## src/rtl/fpu_pkg.sv

```systemverilog
// Shared definitions for the single-precision FPU datapath stages.
// Field widths, status bit layout and special-result encodings used by the output stages.
package fpu_pkg;

    localparam int EXP_W = 8;
    localparam int MAN_W = 23;
    localparam int BIAS  = 127;
    localparam int WORD_W = EXP_W + MAN_W + 1;

    // Positions inside the grs triple handed over by the normaliser
    localparam int GRS_G = 2;
    localparam int GRS_R = 1;
    localparam int GRS_S = 0;

    localparam int ST_INV  = 4;
    localparam int ST_OVF  = 3;
    localparam int ST_UNF  = 2;
    localparam int ST_ZERO = 1;
    localparam int ST_NX   = 0;

    localparam logic [WORD_W-1:0] QNAN     = 32'h7FC0_0000;
    localparam logic [WORD_W-1:0] POS_INF  = 32'h7F80_0000;
    localparam logic [WORD_W-1:0] POS_ZERO = 32'h0000_0000;

    typedef struct packed {
        logic inv;
        logic ovf;
        logic unf;
        logic zero;
        logic nx;
    } fp_status_t;

    typedef enum logic [2:0] {
        RES_NORMAL,
        RES_NAN,
        RES_INF,
        RES_ZERO,
        RES_UFLOW
    } res_class_t;

endpackage

```

## src/rtl/fp_round_rne.sv

```systemverilog
// Combinational round-to-nearest-even of a normalised mantissa with hidden bit.
// Shared by the multiplier and adder output stages.
module fp_round_rne
    import fpu_pkg::*;
#(
    parameter int EXP_W = fpu_pkg::EXP_W,
    parameter int MAN_W = fpu_pkg::MAN_W
) (
    input  logic [MAN_W:0]   mant_in,
    input  logic [2:0]       grs,
    input  logic [EXP_W-1:0] exp_in,
    output logic [MAN_W:0]   mant_out,
    output logic [EXP_W:0]   exp_out,
    output logic             carry,
    output logic             inexact
);

    logic             round_up;
    logic [MAN_W+1:0] sum;

    // A mantissa carry-out renormalises to 1.000... and bumps the exponent;
    // exp_out keeps the extra bit so callers can see a wrap past all-ones.
    always_comb begin
        round_up = grs[GRS_G] & (grs[GRS_R] | grs[GRS_S] | mant_in[0]);
        sum      = {1'b0, mant_in} + {{(MAN_W+1){1'b0}}, round_up};
        carry    = sum[MAN_W+1];
        mant_out = carry ? sum[MAN_W+1:1] : sum[MAN_W:0];
        exp_out  = {1'b0, exp_in} + {{EXP_W{1'b0}}, carry};
        inexact  = |grs;
    end

endmodule

```

## src/rtl/fp_mul_round_pack.sv

```systemverilog
// Multiplier output stage: rounds, selects special results and packs the IEEE word
// through a two-stage valid/ready pipeline. FPU_STATUS_STICKY_EN enables the sticky status register.
module fp_mul_round_pack #(
    parameter int EXP_W = fpu_pkg::EXP_W,
    parameter int MAN_W = fpu_pkg::MAN_W
) (
    input  logic                   clk,
    input  logic                   rst_n,
    input  logic                   in_valid,
    output logic                   in_ready,
    input  logic                   sign_z,
    input  logic [EXP_W-1:0]       Ez,
    input  logic [MAN_W:0]         Mz,
    input  logic [2:0]             grs,
    input  logic                   invalid_flag,
    input  logic                   overflow_flag,
    input  logic                   zero_flag,
    output logic                   out_valid,
    input  logic                   out_ready,
    output logic [EXP_W+MAN_W:0]   result,
    input  logic                   status_clr,
    output logic [4:0]             status
);

    import fpu_pkg::*;

    localparam logic [EXP_W:0] EXP_SAT = {1'b0, {EXP_W{1'b1}}};

    logic               s1_valid;
    logic               s1_sign;
    logic [EXP_W-1:0]   s1_exp;
    logic [MAN_W:0]     s1_mant;
    logic [2:0]         s1_grs;
    logic               s1_inv;
    logic               s1_ovf;
    logic               s1_zero;

    logic [MAN_W:0]     mant_rnd;
    logic [EXP_W:0]     exp_rnd;
    logic               rnd_carry_unused;
    logic               rnd_hidden_unused;
    logic               rnd_nx;

    res_class_t         res_class;
    logic [EXP_W+MAN_W:0] res_next;
    fp_status_t         flags_next;
    fp_status_t         s2_flags;

    logic               s2_adv;
    logic               out_fire;

    assign s2_adv   = ~out_valid | out_ready;
    assign in_ready = ~s1_valid | s2_adv;
    assign out_fire = out_valid & out_ready;

    // Stage 1 captures the raw normalised product whenever it has room
    always_ff @(posedge clk or negedge rst_n) begin
        if (!rst_n) begin
            s1_valid <= 1'b0;
            s1_sign  <= 1'b0;
            s1_exp   <= '0;
            s1_mant  <= '0;
            s1_grs   <= '0;
            s1_inv   <= 1'b0;
            s1_ovf   <= 1'b0;
            s1_zero  <= 1'b0;
        end else if (in_ready) begin
            s1_valid <= in_valid;
            if (in_valid) begin
                s1_sign <= sign_z;
                s1_exp  <= Ez;
                s1_mant <= Mz;
                s1_grs  <= grs;
                s1_inv  <= invalid_flag;
                s1_ovf  <= overflow_flag;
                s1_zero <= zero_flag;
            end
        end
    end

    fp_round_rne #(
        .EXP_W (EXP_W),
        .MAN_W (MAN_W)
    ) u_round (
        .mant_in  (s1_mant),
        .grs      (s1_grs),
        .exp_in   (s1_exp),
        .mant_out (mant_rnd),
        .exp_out  (exp_rnd),
        .carry    (rnd_carry_unused),
        .inexact  (rnd_nx)
    );

    assign rnd_hidden_unused = mant_rnd[MAN_W];

    // Underflow looks at the pre-rounding exponent: subnormals are never produced
    always_comb begin
        res_class = RES_NORMAL;
        if (s1_inv)
            res_class = RES_NAN;
        else if (s1_ovf || (exp_rnd >= EXP_SAT))
            res_class = RES_INF;
        else if (s1_zero)
            res_class = RES_ZERO;
        else if (s1_exp == '0)
            res_class = RES_UFLOW;
    end

    always_comb begin
        res_next   = {s1_sign, exp_rnd[EXP_W-1:0], mant_rnd[MAN_W-1:0]};
        flags_next = '0;
        case (res_class)
            RES_NAN: begin
                res_next       = {1'b0, {EXP_W{1'b1}}, 1'b1, {(MAN_W-1){1'b0}}};
                flags_next.inv = 1'b1;
            end
            RES_INF: begin
                res_next       = {s1_sign, {EXP_W{1'b1}}, {MAN_W{1'b0}}};
                flags_next.ovf = 1'b1;
                flags_next.nx  = rnd_nx;
            end
            RES_ZERO: begin
                res_next        = {s1_sign, {(EXP_W+MAN_W){1'b0}}};
                flags_next.zero = 1'b1;
            end
            RES_UFLOW: begin
                res_next       = {s1_sign, {(EXP_W+MAN_W){1'b0}}};
                flags_next.unf = 1'b1;
                flags_next.nx  = 1'b1;
            end
            default: begin
                flags_next.nx = rnd_nx;
            end
        endcase
    end

    // Stage 2 holds the packed word until downstream takes it
    always_ff @(posedge clk or negedge rst_n) begin
        if (!rst_n) begin
            out_valid <= 1'b0;
            result    <= '0;
            s2_flags  <= '0;
        end else if (s2_adv) begin
            out_valid <= s1_valid;
            if (s1_valid) begin
                result   <= res_next;
                s2_flags <= flags_next;
            end
        end
    end

`ifdef FPU_STATUS_STICKY_EN
    fp_status_t status_q;

    // A clear drops history but keeps whatever is being delivered this cycle
    always_ff @(posedge clk or negedge rst_n) begin
        if (!rst_n)
            status_q <= '0;
        else if (status_clr)
            status_q <= out_fire ? s2_flags : '0;
        else if (out_fire)
            status_q <= status_q | s2_flags;
    end

    assign status = status_q;
`else
    logic status_clr_unused;
    logic out_fire_unused;

    assign status_clr_unused = status_clr;
    assign out_fire_unused   = out_fire;
    assign status            = out_valid ? s2_flags : 5'b0;
`endif

endmodule

```

## config.mk

```make
export PLATFORM = sky130hd
export DESIGN_NAME = fp_mul_round_pack
export DESIGN_NICKNAME = d
export VERILOG_FILES = /design/src/rtl/fpu_pkg.sv /design/src/rtl/fp_round_rne.sv /design/src/rtl/fp_mul_round_pack.sv
export SDC_FILE = /design/constraint.sdc
export NUM_CORES = 1
export LEC_CHECK = 0
export BUFFER_PORTS_ARGS = -buffer_cell sky130_fd_sc_hd__buf_2
export CAP_MARGIN = 0
export CORE_ASPECT_RATIO = 0.7
export CORE_MARGIN = 2
export CORE_UTILIZATION = 55
export CTS_BUF_LIST = sky130_fd_sc_hd__clkbuf_4
export CTS_CLUSTER_DIAMETER = 120
export DETAILED_ROUTE_END_ITERATION = 16
export PLACE_DENSITY = 0.81
export SLEW_MARGIN = 20
export SYNTH_ARGS = -nofsm -noshare
export SYNTH_HDL_FRONTEND = slang
export SYNTH_SLANG_ARGS = --single-unit
```

## constraint.sdc

```tcl
create_clock -name clk -period 3.6 [get_ports clk]
set_clock_uncertainty 0.05 [all_clocks]
set_input_delay 0.72 -clock clk [delete_from_list [all_inputs] [get_ports clk]]
set_output_delay 0.72 -clock clk [all_outputs]
set_load 0.05 [all_outputs]
```

==> flow_metrics.tcl, run 1 <==
set metrics [dict create \
    rows 25 \
    yosysSeqAreaShare 0.511 \
    maxCapViolations 0 \
    clock-sinks 78 \
    p_switching_w 0.000830 \
    die_h_um 73.7 \
    yosys.area_share.simple 0.166 \
    start_util 0.567 \
    synth_edf_count 0 \
    syn_nets 385 \
    grt_pass1_wl_um 14100 \
    p_sw_frac 0.346 \
    cts_tree "yes" \
    synthAdderAreaFrac 0.00984 \
    synth-async-reset-ratio 1.00 \
    hpwl_um 6240 \
    grt_use_total 0.240 \
    clk_path_buf_depth 2 \
    outcome "finished clean" \
    synth_xor_area_frac 0.0528 \
    die_x_um 104 \
    synthDistinctLibCells 46 \
    critical_path_class "flop to flop" \
    seqCellArea_sq_mm 0.00195 \
    cts.reportedPaths.clkPinSlew_ns 0.11 \
    r2r-start "s1_mant[0]" \
    crit_required_ns 3.90 \
    fin_tns_setup_ns 0 \
    setup_viol 0 \
    grt_max_degree 79 \
    detail-route-antenna-nets 0 \
    cp.arrival_ns 3.75 \
    core-area_sq_mm 0.00673 \
    synth_top_cell_by_area "dfrtp_1" \
    synth.top_cell.area_share 0.511 \
    antenna_found_initial 0 \
    comb_power_share 0.265 \
    wl_um 8620 \
    hold_class "primary input to asynchronous set/reset pin" \
    synth_area_sq_mm 0.00382 \
    power.internal_w 0.00157 \
    end_kind "flop" \
    ios 83 \
    clockPowerShare 0.266 \
    crit_start "s1_mant[0]" \
    period_minus_slack_ns 3.45 \
    drtIter0Drc 243 \
    drc 0 \
    total_power_w 0.00240 \
    vias 2916 \
    powerDensity_mw_per_mm2 532 \
    slew_viol_final 0 \
    synthMuxAreaShare 0.121 \
    synth_top_family_by_area "simple AND/OR/NAND/NOR gates" \
    fillers 547 \
    synth_seq_cells 78 \
    nNetsFinal 472 \
    path_max_fanout 11 \
    antennaDiodeCount 0 \
    synth_cells 338 \
    clk_latency_ns 0.42 \
    seqPwrFrac 0.468 \
    die_area_sq_mm 0.00763 \
    cts_root_buffer "clkbuf_4" \
    drt_pass1_iterations 5 \
    vias_per_cell 5.58 \
    max-slew-margin-rel 0.350 \
    cp-start-kind "flop" \
    peakVddDrop_mv 0.281 \
    grt_overflow_total 0 \
    yosys_warnings 0 \
    gp_congestion 0.934 \
    synth_compound_area_frac 0.115 \
    area_growth_pct 18.3 \
    multi_input_area_sq_mm 0.00178 \
    finalHoldViolCount 0 \
    drive_gt1_frac 0.385 \
    avgRoutedWirePerCell_um 16.5 \
    worst_slew_pin_slew_ns 0.975 \
    fmaxAchievable_mhz 290 \
    avgSynthCellArea_sq_um 11.3 \
    cts_max_level 3 \
    p_leak_nw 2.07 \
    grt_pass1_vias 2784 \
    post-route-period-util 0.958 \
    io_buffers 81 \
    ys_top_cells_by_area "dfrtp_1 (51%), mux2_2 (12%), nand2_1 (4.1%)" \
    synth_ff_type "dfrtp_1" \
    ctsHoldBuffers 0 \
    cts_buffers 9 \
]
-- routing by layer --
| metal | part of all wire | vias up | GRT usage |
|---|---|---|---|
| met5 | 0 | - | 0 |
| met4 | 0.016 | 0 | 0.0826 |
| met3 | 0.070 | 17 | 0.0612 |
| met2 | 0.44 | 121 | 0.347 |
| met1 | 0.47 | 1398 | 0.355 |
| li1 | - | 1380 | - |
-- power by group through the flow --
stage	clock network, W	registers [W]	logic, W
floorplan	0	0.00127	0.000317
global placement	0	0.00113	0.000617
detailed placement	0	0.00114	0.000633
CTS	0.000656	0.00112	0.000636
global route	0.000700	0.00114	0.000682
finish	0.000639	0.00112	0.000637
-- worst max-delay path: stages, from the launching register on --
cell and delay, ns:
dfrtp_1 0.40, and2_1 0.14, ha_1 0.20, nand4_1 0.21
nor4_4 0.36, and4_4 0.32, ha_2 0.24, nor2_1 0.05
mux2_2 0.26, a21oi_1 0.38, o31ai_4 0.14, or3_4 0.45
o21ai_0 0.17
-- path summary, 6_finish.rpt --
kind / to / slack, ns / cells past startpoint
min: s1_exp[3] / 0.36 / 1
min in group clk: s2_flags[4] / 0.43 / 2
min reg2reg: s2_flags[4] / 0.43 / 2
max: result[7] / 0.15 / 12
max reg2reg: result[7] / 0.15 / 12
max in group asynchronous: result[0] / 2.48 / 1
-- metrics by stage --
step            util  cell area [sq um]  hold slack (ns)  worst slack, ns  instances
6_report       0.671               4520            0.364            0.151        523
3_5_place_dp   0.641               4310            0.407           0.0665        506
3_3_place_gp   0.641               4310            0.396            0.205        506
2_1_floorplan      -               3820            0.374            0.374        338
4_1_cts        0.667               4490            0.417           0.0512        521
5_1_grt        0.671               4520            0.427          -0.0136        523
-- synth_stat cells, types with 5 or more instances --
library cell	count
mux2_2	40
nor2_1	16
nand2b_1	5
nand4_1	9
clkbuf_1	7
o21ai_2	10
and3_1	6
dfrtp_1	78
a21oi_1	10
nand3_1	8
a22o_1	9
nand2_1	42
o21ai_0	7
and2_1	9
xnor2_1	11
xor2_1	12
and4_1	6
inv_1	6
-- cells by family after synthesis --
logic type	Yosys count
simple gates	117
compound gates	57
mux	41
xor+xnor	23
buf+inv	19
fa+ha+maj	3
flops	78
-- area by class of cell --
cell class | instances | share of cell area
Clock inverter | 5 | 0.0219
Multi-Input combinational cell | 241 | 0.395
Inverter | 6 | 0.00499
Sequential cell | 78 | 0.432
Tap cell | 94 | 0.0260
Timing Repair Buffer | 89 | 0.104
Clock buffer | 10 | 0.0166
-- flip-flops by register name, indices dropped and copies added, names as in the netlist --
register,flops
s1_valid,1
s1_exp,8
s1_inv,1
result,32
s1_mant,24
s1_ovf,1
s1_zero,1
s1_sign,1
s1_grs,3
s2_flags,5
out_valid,1
-- timing repair --
action / 4_1_cts / 5_1_grt
endpoints found under the setup margin: 0 / 32
buffers inserted: 0 / 2
gates resized for setup: 0 / 4
-- layout by cell type, fill, tap and decap left out, drive strengths merged --
master  count
nand2      42
clkinv      2
and4b       1
o22a        1
nand2b      5
and3        6
bufinv      3
or3         3
nor2       16
o2bb2a      1
o211ai      3
nand4       9
and4        6
a211oi      2
nor3        5
and2       10
ha          3
a21oi      10
o31a        2
a21o        1
mux2       40
nand3b      2
xor2       12
nand3       8
clkbuf     10
buf        89
a21boi      2
mux2i       1
o31ai       5
dfrtp      78
a31oi       4
nor2b       1
a22o        9
o21ai      17
inv         6
xnor2      11
nor4        3
Note: power is estimated with default switching activity, not from simulation.
==> run 2, diff against run 1 <==
RECOVER_POWER = 50   (was not set)
==> run 2 against run 1 <==
The flow now finishes with violations (capacitance limit, slew limit). Maximum frequency is 0.30% higher. Critical path depth unchanged. Cell area fell by 0.28%. Critical endpoint unchanged. Largest cell class unchanged. Highest routed layer unchanged. Register-to-register slack about the same. Critical path type unchanged. Die area did not move. Sequential power barely moved. Final cell count unchanged. Global-route usage unchanged. Worst setup slack better by 0.010 ns. Via count down 1.3%.
==> flow_metrics.tcl, run 2 (same netlist as run 1, synthesis figures left out) <==
set metrics [dict create \
    vias 2879 \
    die_area_sq_mm 0.00763 \
    antennaDiodeCount 0 \
    grt_overflow_total 0 \
    postPlaceCellArea_sq_mm 0.00431 \
    cts_max_level 3 \
    cts_root_buffer "clkbuf_4" \
    clock-sinks 78 \
    end_kind "flop" \
    top_register "result" \
    wl_um 8580 \
    start_util 0.567 \
    cts_tree "yes" \
    hpwl_um 6240 \
    cts.reportedPaths.clkPinSlew_ns 0.12 \
    largest_reg_flops 32 \
    critical_path_class "flop to flop" \
    rows 25 \
    clk_latency_ns 0.42 \
    drtIter0Drc 248 \
    avgRoutedWirePerCell_um 16.4 \
    hold_class "flop to flop" \
    worst-path-buf-inv 0 \
    crit_family "simple AND/OR/NAND/NOR gates" \
    ctsHoldBuffers 0 \
    area_growth_pct 18.0 \
    grt_max_degree 79 \
    cp-start-kind "flop" \
    io_buffers 81 \
    path_max_fanout 11 \
    post-route-period-util 0.955 \
    ios 83 \
    total_power_w 0.00240 \
    nNetsFinal 472 \
    outcome "finished with violations" \
    setup_viol 0 \
    cts_buffers 9 \
    period_minus_slack_ns 3.44 \
    final_cell_mix "buf_2 (78), dfrtp_1 (78), nand2_1 (42), mux2_2 (40), nor2_1 (16)" \
    drive_gt1_frac 0.375 \
    clk_path_buf_depth 2 \
    fmaxAchievable_mhz 291 \
    cp_cell_sequence "and2_1 -> ha_1 -> nand4_1 -> nor4_4 -> and4_4 -> ha_2 -> nor2_1 -> mux2_2 -> a21oi_1 -> o31ai_4 -> or3_4 -> o21ai_0" \
    cp.arrival_ns 3.74 \
    antenna_found_initial 0 \
    crit_required_ns 3.90 \
    slowest_stage "or3_4" \
    drc 0 \
    peakVddDrop_mv 0.280 \
    core-area_sq_mm 0.00673 \
    vias_per_cell 5.50 \
    slew_viol_final 119 \
    final_cell_area_sq_mm 0.00450 \
    powerDensity_mw_per_mm2 533 \
    grt_use_total 0.240 \
    maxCapViolations 2 \
    violations "capacitance limit, slew limit" \
    top_regs "result: 32 flops, s1_mant: 24 flops, s1_exp: 8 flops" \
    finalHoldViolCount 0 \
    detail-route-antenna-nets 0 \
    die_x_um 104 \
    drt_pass1_iterations 4 \
    grt_pass1_vias 2784 \
    worst_slew_pin_slew_ns 2.20 \
    max-slew-margin-rel -0.469 \
    gp_congestion 0.934 \
    die_h_um 73.7 \
    slowest_delay_ns 0.45 \
    p_leak_nw 2.06 \
    fin_tns_setup_ns 0 \
    grt_pass1_wl_um 14100 \
]
## run 2: path summary, 6_finish.rpt
| path | slack, ns | endpoint | startpoint | cells past startpoint |
|---|---|---|---|---|
| setup / recovery | 0.16 | result[7] | s1_mant[0] | 12 |
| max in group asynchronous | 1.61 | result[0] | rst_n | 1 |
| hold reg to reg | 0.43 | s2_flags[4] | s2_flags[4] | 2 |
| min in group asynchronous | 0.74 | s1_exp[3] | rst_n | 1 |
| hold / removal | 0.43 | s2_flags[4] | s2_flags[4] | 2 |
| setup reg to reg | 0.16 | result[7] | s1_mant[0] | 12 |
## run 2: worst register-to-register path: stages (launching register included)
cell and delay (ns):
dfrtp_1 0.40, and2_1 0.14, ha_1 0.21, nand4_1 0.21, nor4_4 0.36, and4_4 0.32
ha_2 0.24, nor2_1 0.05, mux2_2 0.26, a21oi_1 0.38, o31ai_4 0.14, or3_4 0.45
o21ai_0 0.18
## run 2: final cells by class
type                    count  area, sq um
repair buffers             89          455
well taps                  94          118
clock buffers              10         75.1
inverters                   6         22.5
fillers                   551         2220
flip-flops and latches     78         1950
clock inverters             5         98.8
multi-input cells         241         1780
## run 2: per-layer routing
layer	global-route usage	routed length, um	up-vias
li1	-	-	1381
met1	0.355	3980	1388
met2	0.347	3850	101
met3	0.0612	661	9
met4	0.0826	95	0
met5	0	0	-
## run 2: stage by stage
step           setup WS [ns]  instances  hold WS (ns)   util
2_1_floorplan          0.374        338         0.374      -
3_3_place_gp           0.205        506         0.396  0.641
3_5_place_dp          0.0665        506         0.407  0.641
4_1_cts               0.0512        521         0.417  0.667
5_1_grt              -0.0134        523         0.432  0.670
6_report               0.161        523         0.433  0.670
## run 2: what timing repair did
action / 4_1_cts / 5_1_grt
setup endpoints to repair: 0 / 32
setup buffers: 0 / 2
gates resized for setup: 0 / 4
## run 2: power breakdown
part	switching, W	internal, W	total, W
registers	0.000127	0.000997	0.00112
logic	0.000415	0.000220	0.000636
clock network	0.000286	0.000353	0.000639
==> run 3, diff against run 2 <==
ABC_CLOCK_PERIOD_IN_PS = 3600   (was not set)
CELL_PAD_IN_SITES_DETAIL_PLACEMENT = 1   (was not set)
CELL_PAD_IN_SITES_GLOBAL_PLACEMENT = 1   (was not set)
CORE_UTILIZATION = 44   (was 55)
PLACE_DENSITY = not set   (was 0.81)
PLACE_DENSITY_LB_ADDON = 0.1   (was not set)
==> run 3 against run 2 <==
Sequential share of layout area is 0.29 points lower. Final cell count is 5.5% higher. Largest power group unchanged. Sequential cell count stayed put. Combinational power hardly changed. Register-to-register slack better by 0.13 ns. Sequential power hardly changed. Critical path depth stayed put. The run still ends with capacitance limit, slew limit left. Global-route usage is 2.5 points lower. Worst hold slack better by 0.0030 ns.
==> flow_metrics.tcl, run 3 (same netlist as run 1, synthesis figures left out) <==
set metrics [dict create \
    outcome "finished with violations" \
    violations "capacitance limit, slew limit" \
    period_minus_slack_ns 3.30 \
    clk_latency_ns 0.44 \
    ctsHoldBuffers 0 \
    peakVddDrop_mv 0.256 \
    r2r-start "s1_grs[2]" \
    final_cell_mix "dfrtp_1 (78), buf_2 (75), nand2_1 (42), mux2_2 (40), nor2_1 (16)" \
    post-route-period-util 0.918 \
    cts_tree "yes" \
    worst_slew_pin_slew_ns 1.93 \
    fmaxAchievable_mhz 303 \
    clockPowerShare 0.251 \
    area_growth_pct 18.8 \
    cp.arrival_ns 3.62 \
    setup.worst_path.end "result[7]" \
    rows 28 \
    io_buffers 81 \
    core-area_sq_mm 0.00844 \
    setup_viol 0 \
    largest_reg_flops 32 \
    nNetsFinal 474 \
    hold_class "primary input to flop" \
    cts_max_level 3 \
    ios 83 \
    avgRoutedWirePerCell_um 16.9 \
    start_util 0.452 \
    cts_resized 0 \
    cp-start-kind "flop" \
    top_regs "result: 32 flops, s1_mant: 24 flops, s1_exp: 8 flops" \
    drc 0 \
    cp_cell_sequence "and2_1 -> ha_1 -> nand4_1 -> nor4_4 -> and4_1 -> ha_1 -> nor2_1 -> mux2_2 -> a21oi_1 -> o31ai_4 -> or3_4 -> o21ai_0" \
    grt_pass1_vias 2859 \
    die_area_sq_mm 0.00945 \
    grt_use_total 0.215 \
    path_max_fanout 11 \
    slowest_delay_ns 0.45 \
    mostFrequentLayoutCell "dfrtp_1" \
    clock-sinks 78 \
    wl_um 9340 \
    slowest_stage "or3_4" \
    cts_buffers 9 \
    drive_gt1_frac 0.368 \
    antenna_found_initial 0 \
    power.internal_w 0.00149 \
    regToRegSetupSlack_ns 0.30 \
    hpwl_um 6960 \
    fillers 947 \
    cts.reportedPaths.clkPinSlew_ns 0.13 \
    antennaDiodeCount 0 \
    die_x_um 115 \
    vias 2907 \
    seqCellArea_sq_mm 0.00195 \
    p_leak_nw 2.05 \
    drt_pass1_iterations 4 \
    seqPwrFrac 0.479 \
    grt_overflow_total 0 \
    p_sw_frac 0.365 \
    total_power_w 0.00235 \
    min_path_cells 2 \
    powerDensity_mw_per_mm2 518 \
    max-slew-margin-rel -0.288 \
    maxCapViolations 1 \
    crit_required_ns 3.92 \
    grt_pass1_wl_um 15100 \
    end_kind "flop" \
    fin_tns_setup_ns 0 \
    crit_path_frequent_cell "ha_1" \
    gp_congestion 0.849 \
    crit_start "s1_grs[2]" \
    die_h_um 81.9 \
    clk_path_buf_depth 2 \
    r2r_cells 12 \
    slew_viol_final 79 \
    finalHoldViolCount 0 \
    grt_max_degree 79 \
    p_switching_w 0.000858 \
    detail-route-antenna-nets 0 \
    rsz0062_at_grt "false" \
    reg2reg_to "result[7]" \
    cts_setup_buffers 0 \
    cts_root_buffer "clkbuf_4" \
    vias_per_cell 5.27 \
    multi_input_area_sq_mm 0.00177 \
    critical_path_class "flop to flop" \
    top_register "result" \
    drtIter0Drc 157 \
    comb_power_share 0.270 \
]
==> run 3: cell count changes in the layout (fill, tap and decap cells not counted), sizes merged <==
cell and change:
clkinvlp +2, bufinv -1, clkbuf +1, clkinv +1
==> run 3: area by class of cell <==
cell class,count,area share
Sequential cell,78,0.431
Multi-Input combinational cell,241,0.390
Timing Repair Buffer,91,0.107
Tap cell,120,0.0331
Clock inverter,7,0.0196
Clock buffer,9,0.0149
Inverter,6,0.00497
==> run 3: power by group through the flow <==
stage | Clock [W] | Combinational, W | Sequential (W)
finish | 0.000590 | 0.000635 | 0.00113
global route | 0.000647 | 0.000687 | 0.00115
CTS | 0.000606 | 0.000647 | 0.00112
detailed placement | 0 | 0.000645 | 0.00114
global placement | 0 | 0.000629 | 0.00113
floorplan | 0 | 0.000317 | 0.00127
==> run 3: routing by layer <==
layer | up-vias | global-route usage | share of wire
met5 | - | 0 | 0
met4 | 0 | 0.0711 | 0.012
met3 | 10 | 0.0598 | 0.050
met2 | 76 | 0.298 | 0.41
met1 | 1438 | 0.321 | 0.53
li1 | 1383 | - | -
==> run 3: critical path: cells and delay by family (launching register included) <==
kind	cells	cell delay, ns
compound gates	3	0.68
fa+ha+maj	2	0.42
flops	1	0.42
mux	1	0.26
simple gates	6	1.39
==> run 3: worst min path at each step <==
stage          slack, ns          to        from
2_1_floorplan       0.37   out_valid       rst_n
3_3_place_gp        0.40  result[31]  result[31]
3_5_place_dp        0.41   result[9]   result[9]
4_1_cts             0.39      s1_ovf       rst_n
5_1_grt             0.39    s1_valid    in_valid
6_report            0.44    s1_valid    in_valid
==> run 3: per-stage QoR <==
step	util	area [sq um]	hold WS [ns]	instances	setup WS [ns]
after floorplan	-	3820	0.374	338	0.374
after global placement	0.519	4380	0.397	535	0.311
after detailed placement	0.519	4380	0.412	535	0.210
after CTS	0.537	4540	0.386	551	0.189
after global routing	0.537	4530	0.386	552	0.0449
final	0.537	4530	0.436	552	0.295
